`src/rtl/systolic_output_collector.sv`:
```
// Deskews the bottom-row partial_out bytes of the systolic array into whole rows and queues them for a valid/ready consumer.
// Optional build macro COLLECTOR_RELU_EN clamps negative bytes to zero before they enter the FIFO.
module systolic_output_collector #(
  parameter int N     = 4,
  parameter int DEPTH = 4,
  parameter int LAT   = 4
) (
  input  logic           clk,
  input  logic           n_rst,
  input  logic           PE_enable,
  input  logic           start,
  input  logic [7:0]     num_rows,
  input  logic [N*8-1:0] col_in,
  output logic           out_valid,
  input  logic           out_ready,
  output logic [N*8-1:0] out_data,
  output logic           out_last,
  output logic           stall,
  output logic           busy,
  output logic           overflow_err
);

  localparam int PW = $clog2(DEPTH);
  localparam int KW = $clog2(LAT + N);
  localparam logic [KW-1:0] K_CAP = KW'(LAT + N - 1);
  localparam logic [PW:0]   CNT_FULL = (PW+1)'(DEPTH);

  typedef enum logic [1:0] {S_IDLE, S_FILL, S_CAPTURE, S_DRAIN} state_t;

  state_t          r_state;
  logic [KW-1:0]   r_k;
  logic [7:0]      r_num;
  logic [7:0]      r_row;
  logic            r_busy;
  logic            r_ovf;

  logic [N*8-1:0]  w_row;
  logic [N*8-1:0]  w_cap_row;
  logic            w_cap;
  logic            w_last;
  logic            w_push;
  logic            w_pop;
  logic            w_full;
  logic            w_drop;
  logic [PW:0]     w_cnt_nxt;

  logic [N*8:0]    r_mem [DEPTH];
  logic [PW-1:0]   r_wr;
  logic [PW-1:0]   r_rd;
  logic [PW:0]     r_cnt;
  logic            r_valid;
  logic            r_stall;

  // Column c is held back N-1-c enabled cycles so all columns of a row line up.
  for (genvar c = 0; c < N; c++) begin : g_col
    if (c == N - 1) begin : g_pass
      assign w_row[8*c +: 8] = col_in[8*c +: 8];
    end else begin : g_dly
      localparam int D = N - 1 - c;
      logic [7:0] r_sr [D];
      always_ff @(posedge clk or negedge n_rst) begin
        if (!n_rst) begin
          for (int i = 0; i < D; i++) r_sr[i] <= '0;
        end else if (PE_enable) begin
          r_sr[0] <= col_in[8*c +: 8];
          for (int i = 1; i < D; i++) r_sr[i] <= r_sr[i-1];
        end
      end
      assign w_row[8*c +: 8] = r_sr[D-1];
    end
  end

`ifdef COLLECTOR_RELU_EN
  for (genvar b = 0; b < N; b++) begin : g_relu
    assign w_cap_row[8*b +: 8] = w_row[8*b+7] ? 8'h00 : w_row[8*b +: 8];
  end
`else
  assign w_cap_row = w_row;
`endif

  assign w_cap  = PE_enable &&
                  (((r_state == S_FILL) && (r_k == '0)) || (r_state == S_CAPTURE));
  assign w_last = (r_row == (r_num - 8'd1));
  assign w_full = (r_cnt == CNT_FULL);
  assign w_pop  = r_valid && out_ready;
  assign w_push = w_cap && (!w_full || w_pop);
  assign w_drop = w_cap && w_full && !w_pop;

  always_comb begin
    w_cnt_nxt = r_cnt;
    if (w_push && !w_pop)      w_cnt_nxt = r_cnt + (PW+1)'(1);
    else if (!w_push && w_pop) w_cnt_nxt = r_cnt - (PW+1)'(1);
  end

  // r_k is a down-counter: it reaches zero on the enabled cycle that holds aligned row 0.
  always_ff @(posedge clk or negedge n_rst) begin
    if (!n_rst) begin
      r_state <= S_IDLE;
      r_k     <= '0;
      r_num   <= '0;
      r_row   <= '0;
      r_busy  <= 1'b0;
      r_ovf   <= 1'b0;
    end else begin
      case (r_state)
        S_IDLE: begin
          if (start && (num_rows != 8'd0)) begin
            r_state <= S_FILL;
            r_num   <= num_rows;
            r_k     <= K_CAP;
            r_row   <= '0;
            r_ovf   <= 1'b0;
            r_busy  <= 1'b1;
          end
        end
        S_FILL: begin
          if (PE_enable) begin
            if (r_k == '0) begin
              r_row   <= 8'd1;
              r_state <= (r_num == 8'd1) ? S_DRAIN : S_CAPTURE;
            end else begin
              r_k <= r_k - KW'(1);
            end
          end
        end
        S_CAPTURE: begin
          if (PE_enable) begin
            r_row <= r_row + 8'd1;
            if (w_last) r_state <= S_DRAIN;
          end
        end
        S_DRAIN: begin
          if (r_cnt == '0) begin
            r_state <= S_IDLE;
            r_busy  <= 1'b0;
          end
        end
        default: r_state <= S_IDLE;
      endcase
      if (w_drop) r_ovf <= 1'b1;
    end
  end

  always_ff @(posedge clk or negedge n_rst) begin
    if (!n_rst) begin
      r_wr    <= '0;
      r_rd    <= '0;
      r_cnt   <= '0;
      r_valid <= 1'b0;
      r_stall <= 1'b0;
      for (int i = 0; i < DEPTH; i++) r_mem[i] <= '0;
    end else begin
      if (w_push) begin
        r_mem[r_wr] <= {w_last, w_cap_row};
        r_wr        <= r_wr + PW'(1);
      end
      if (w_pop) r_rd <= r_rd + PW'(1);
      r_cnt   <= w_cnt_nxt;
      r_valid <= (w_cnt_nxt != '0);
      r_stall <= (w_cnt_nxt == CNT_FULL);
    end
  end

  assign out_valid    = r_valid;
  assign out_data     = r_mem[r_rd][N*8-1:0];
  assign out_last     = r_valid && r_mem[r_rd][N*8];
  assign stall        = r_stall;
  assign busy         = r_busy;
  assign overflow_err = r_ovf;

endmodule

```
`config.mk`:
```
export PLATFORM = sky130hd
export DESIGN_NAME = systolic_output_collector
export DESIGN_NICKNAME = d
export VERILOG_FILES = /design/src/rtl/systolic_output_collector.sv
export SDC_FILE = /design/constraint.sdc
export NUM_CORES = 1
export LEC_CHECK = 0
export CORE_UTILIZATION = 55
export DETAILED_ROUTE_END_ITERATION = 12
export DONT_BUFFER_PORTS = 1
export PLACE_DENSITY = 0.7
export SYNTH_ARGS = -nofsm -noshare
export SYNTH_HDL_FRONTEND = slang
export SYNTH_SLANG_ARGS = --single-unit
export TNS_END_PERCENT = 50
```
`constraint.sdc`:
```
create_clock -name clk -period 2.5 [get_ports clk]
set_clock_uncertainty 0.15 [all_clocks]
set_input_delay 0.625 -clock clk [delete_from_list [all_inputs] [get_ports clk]]
set_output_delay 0.625 -clock clk [all_outputs]
set_load 0.05 [all_outputs]
```
# Word level (Yosys, flattened, before mapping)
# Cells that the tools add are included.
# Widths: inputs -> output; s select.
# totals
regBits	212
input_bits	45
out_inout_bits	37
wordCells	110
# op_classes
n_addsub	7
n_lt_le_gt_ge	3
eq_ne	14
mux	31
bitwise	2
reduce_logical	32
# op_table
operator	count
$bwmux 132	1
$mux 33	3
$bmux 33 s2	1
$demux 33 s2	1
$mux 8	4
$pmux 8 s3	1
$mux 3	5
$mux 2	6
$ne 2x2->1 const B	6
$logic_and 1x1->1	11
$add 8x1->8 const B	1
$eq 8x1->1 const B	1
$eq 8x8->1	1
$pmux 2 s4	1
$reduce_bool 2->1	4
$reduce_bool 8->1	1
$sub 8x1->8 const B	1
$eq 3x3->1 const B	2
$ge 3x3->1 const B	2
$logic_not 3->1	2
$mux 1	6
$not 2->3	2
$pmux 3 s2	1
$reduce_and 6->1	1
other kinds (16)	24

# Depth between registers and ports, before layout
# logic_depth
word_depth	10
depth_mapped	8
depth_no_buf	8

# Least setup slack after synthesis
# No wires, ideal clock.
# synth_timing
path_kind	flip-flop to output port
start	register r_rd[0]
end	output port out_data[10]
arrival_ps	1696
required_ps	1725
slack_ps	29
stages_incl_launch_ff	4
n_path_buf	2
path_cell_list	dfrtp_1 clkbuf_1 buf_2 mux4_2
# synth_between
elab_chain_cells	4
# synth_lines
item	line_no	text
start, declared	49	logic [PW-1:0] r_rd;
start signal, assigned	157	if (w_pop) r_rd <= r_rd + PW'(1);
$not 2->3 (not written as such)	165	assign out_data = r_mem[r_rd][N*8-1:0];
$bmux 33 s2	165	
$mux 33 (2 in series)	n/a	
end, declared	16	output logic [N*8-1:0] out_data,
# Every way passes these cells. The select of a mux whose other input is x is not followed.

# Worst setup path after layout
# layout_timing
start	register r_rd[0]
end	output port out_data[4]
# Same word-level chain as after synthesis.

==> impl_metrics.py <==
metrics = {
    "setup_path": {
        "crit_fanout": 8,
        "end_kind": "output pin",
        "crit_path_start_kind": "flop",
        "critical_path_required_ns": 1.73,
        "critPathMaxStageDelay_ns": 0.68,
        "crit_chain": "buf_12 -> buf_16 -> mux4_2",
        "arrival_ns": 1.90,
        "cp_slowest_cell": "mux4_2",
        "crit_type": "flop to output pin",
    },
    "detailed_routing": {
        "drt_iter0_drc": 213,
        "via_per_inst": 5.90,
        "drc_errors": 0,
        "vias": 5267,
        "avgRoutedWirePerCell_um": 20.1,
        "drt-pass1-iter-count": 6,
        "routed_wl_um": 18000,
        "ant_nets": 0,
    },
    "layout": {
        "area_growth_pct": 12.6,
        "drive_gt1_share_pct": 44.3,
        "seq_area_um2": 5310,
        "nets": 718,
        "design_area_um2": 10700,
        "diodes": 0,
        "multi_input_area_um2": 3970,
        "fill_cells": 1261,
    },
    "yosys": {
        "synth_fp_nets": 699,
        "synth_mux_area_share_pct": 30.4,
        "synthAdderAreaFrac_pct": 2.10,
        "yosys_warnings": 0,
        "yosysSeqAreaShare_pct": 55.6,
        "synth-xor-area-share_pct": 1.29,
        "syn_area_per_cell_um2": 14.9,
        "netlist_area_um2": 9530,
        "synth_compound_area_share_pct": 3.50,
        "yosys.area_share.simple_pct": 4.12,
        "ys_types": 49,
        "synth_top_family_by_area": "multiplexers",
        "synth_edf_count": 0,
        "ys.flop_type": "dfrtp_1",
        "synthCells": 638,
        "synth_seq_cells": 212,
        "synthArstFlopShare_pct": 100,
    },
    "clock_network": {
        "cts_sinks": 212,
        "cts_buffer_depth": 3,
        "cts_buffers": 23,
        "cts_tree": "yes",
        "clk_pin_slew_ns": 0.06,
        "insertion_delay_ns": 0.50,
        "cts_max_level": 1,
        "cts-root-buf": "clkbuf_16",
    },
    "floorplan": {
        "rows": 47,
        "coreArea_um2": 16800,
        "start_util_pct": 56.9,
        "io_pins": 82,
        "die-area_um2": 17900,
        "die_w_um": 134,
        "fp.dieH_um": 134,
    },
    "sta": {
        "report.final.setup_viol": 33,
        "fmax_mhz": 374,
        "fin_crit_sh_pct": 107,
        "report.final.slew_viol_count": 0,
        "rsz0062_at_grt": "true",
        "max_slew_margin_pct": 65.8,
        "worst_pin_slew_ns": 0.514,
        "hold_slack_ns": -0.321,
        "hold_viol_final": 212,
        "setup_slack_ns": -0.173,
        "finalCriticalPeriod_ns": 2.67,
        "fin_tns_setup_ns": -5.09,
    },
    "place": {
        "portBuffers": 0,
        "place_congestion": 0.842,
        "dp_hpwl_um": 11100,
        "dpl_cell_area_um2": 9820,
    },
    "outcome": {
        "violations": "hold timing, setup timing",
        "outcome": "finished, violations left",
    },
    "flow_run": {
        "cap_violations": 0,
    },
    "power": {
        "ir_worst_vdd_v": 0.000681,
        "leakage_uw": 0.00476,
        "powerDensity_nw_per_um2": 1410,
    },
    "global_routing": {
        "grt.overflow.total": 0,
        "grt_pass1_vias": 5725,
        "grt_pass1_wl_um": 29700,
        "grt_max_degree": 213,
        "antenna_found_initial": 0,
        "grt_usage_pct": 21.2,
    },
    "min_path": {
        "hp-class": "primary input to async pin",
    },
}
path summary, 6_finish.rpt:
path                                  start          end  slack (ns)  depth (start not counted)
worst max-delay path                r_rd[0]  out_data[4]       -0.17                          3
min in group clk                num_rows[2]     r_num[2]        0.12                          1
worst min register to register    r_mem[52]    r_mem[52]        0.35                          1
worst max register to register   r_state[1]    r_mem[55]        0.15                          7
worst min-delay path                  n_rst   r_mem[126]       -0.32                          0
max in group asynchronous             n_rst   r_mem[118]        2.12                          0
worst max-delay path, delay by kind of cell (launching register included):
kind	cells	cell delay [ns]
flops	1	0.43
buf+inv	2	0.29
mux	1	0.68
cells by family (layout without fill, tap and decap cells):
logic type,Yosys count,after routing
mux,225,225
simple gates,73,73
buf+inv,48,82
xor+xnor,14,14
compound gates,50,50
fa+ha+maj,16,16
flops,212,212
Yosys cell counts, types with 11 or more instances:
library cell	instances	share of area (%)
mux4_2	33	7.8
mux2_2	189	22
inv_1	17	0.67
ha_1	16	2.1
nand2_1	12	0.47
o21ai_0	17	0.89
nand3_1	11	0.58
buf_6	12	1.4
nor2_1	14	0.55
dfrtp_1	212	56
xnor2_1	12	1.1
through the flow:
step                      setup WS, ns  std cells  hold WS [ns]  util, %  power, µW
after floorplan                 0.0288        638         0.179        -      10400
after global placement          0.0904        846         0.185     58.6      11200
after detailed placement        0.0263        846         0.184     58.6      11500
after CTS                       -0.187        892        -0.343     64.0      15300
after global routing            -0.217        892        -0.345     64.1      15900
final                           -0.173        892        -0.321     64.1      15100
layout by cell type, fill, tap and decap left out, types with 3 or more instances in the layout:
master       n
dfrtp_1    210
mux2_2     189
mux4_2      33
clkbuf_16   23
o21ai_0     17
inv_1       16
ha_1        16
nor2_1      14
buf_4       14
nand2_1     12
xnor2_1     12
nand3_1     11
a21oi_1      9
buf_12       7
clkbuf_1     6
a31oi_1      5
and3_1       4
nand2b_1     4
nand2_2      4
clkbuf_8     4
clkinv_2     4
buf_16       4
or2_2        3
and2_1       3
mux2i_1      3
nand4_1      3
o31ai_1      3
bufinv_16    3
cell type report:
type | instances | area share [%]
well taps | 220 | 2.56
flip-flops and latches | 212 | 49.4
multi-input cells | 378 | 37.0
inverters | 17 | 0.594
repair buffers | 25 | 3.31
clock buffers | 33 | 6.08
clock inverters | 7 | 1.03
report_power, final:
group	switching [µW]	total [µW]	internal, µW	leakage [µW]
sequential	874	5590	4720	0.00262
combinational	3500	6130	2630	0.00177
clock	1300	3410	2110	0.000377
flip-flops by register name, indices dropped and copies added (netlist names):
| signal | count |
|---|---|
| r_mem | 132 |
| g_col.g_dly.r_sr | 48 |
| r_num | 8 |
| r_row | 8 |
| r_cnt | 3 |
| r_k | 3 |
| r_rd | 2 |
| r_state | 2 |
| r_wr | 2 |
| busy | 1 |
| out_valid | 1 |
| overflow_err | 1 |
| stall | 1 |
metal layers:
metal  track usage (%)  vias up  share of wire [%]
met3              3.92       32                4.0
met2              36.4      101                 51
met4              4.92        0                2.1
li1                  -     2369                  -
met5                 0        -                  0
met1              27.9     2765                 43
repair_timing:
item	in CTS	in global routing
endpoints found under the hold margin	212	212
resized for setup	5	5
setup buffers	3	0
pin swaps	1	0
gates cloned	3	0
setup endpoints to repair	33	41
No activity file was read; power rests on OpenSTA's default activity.
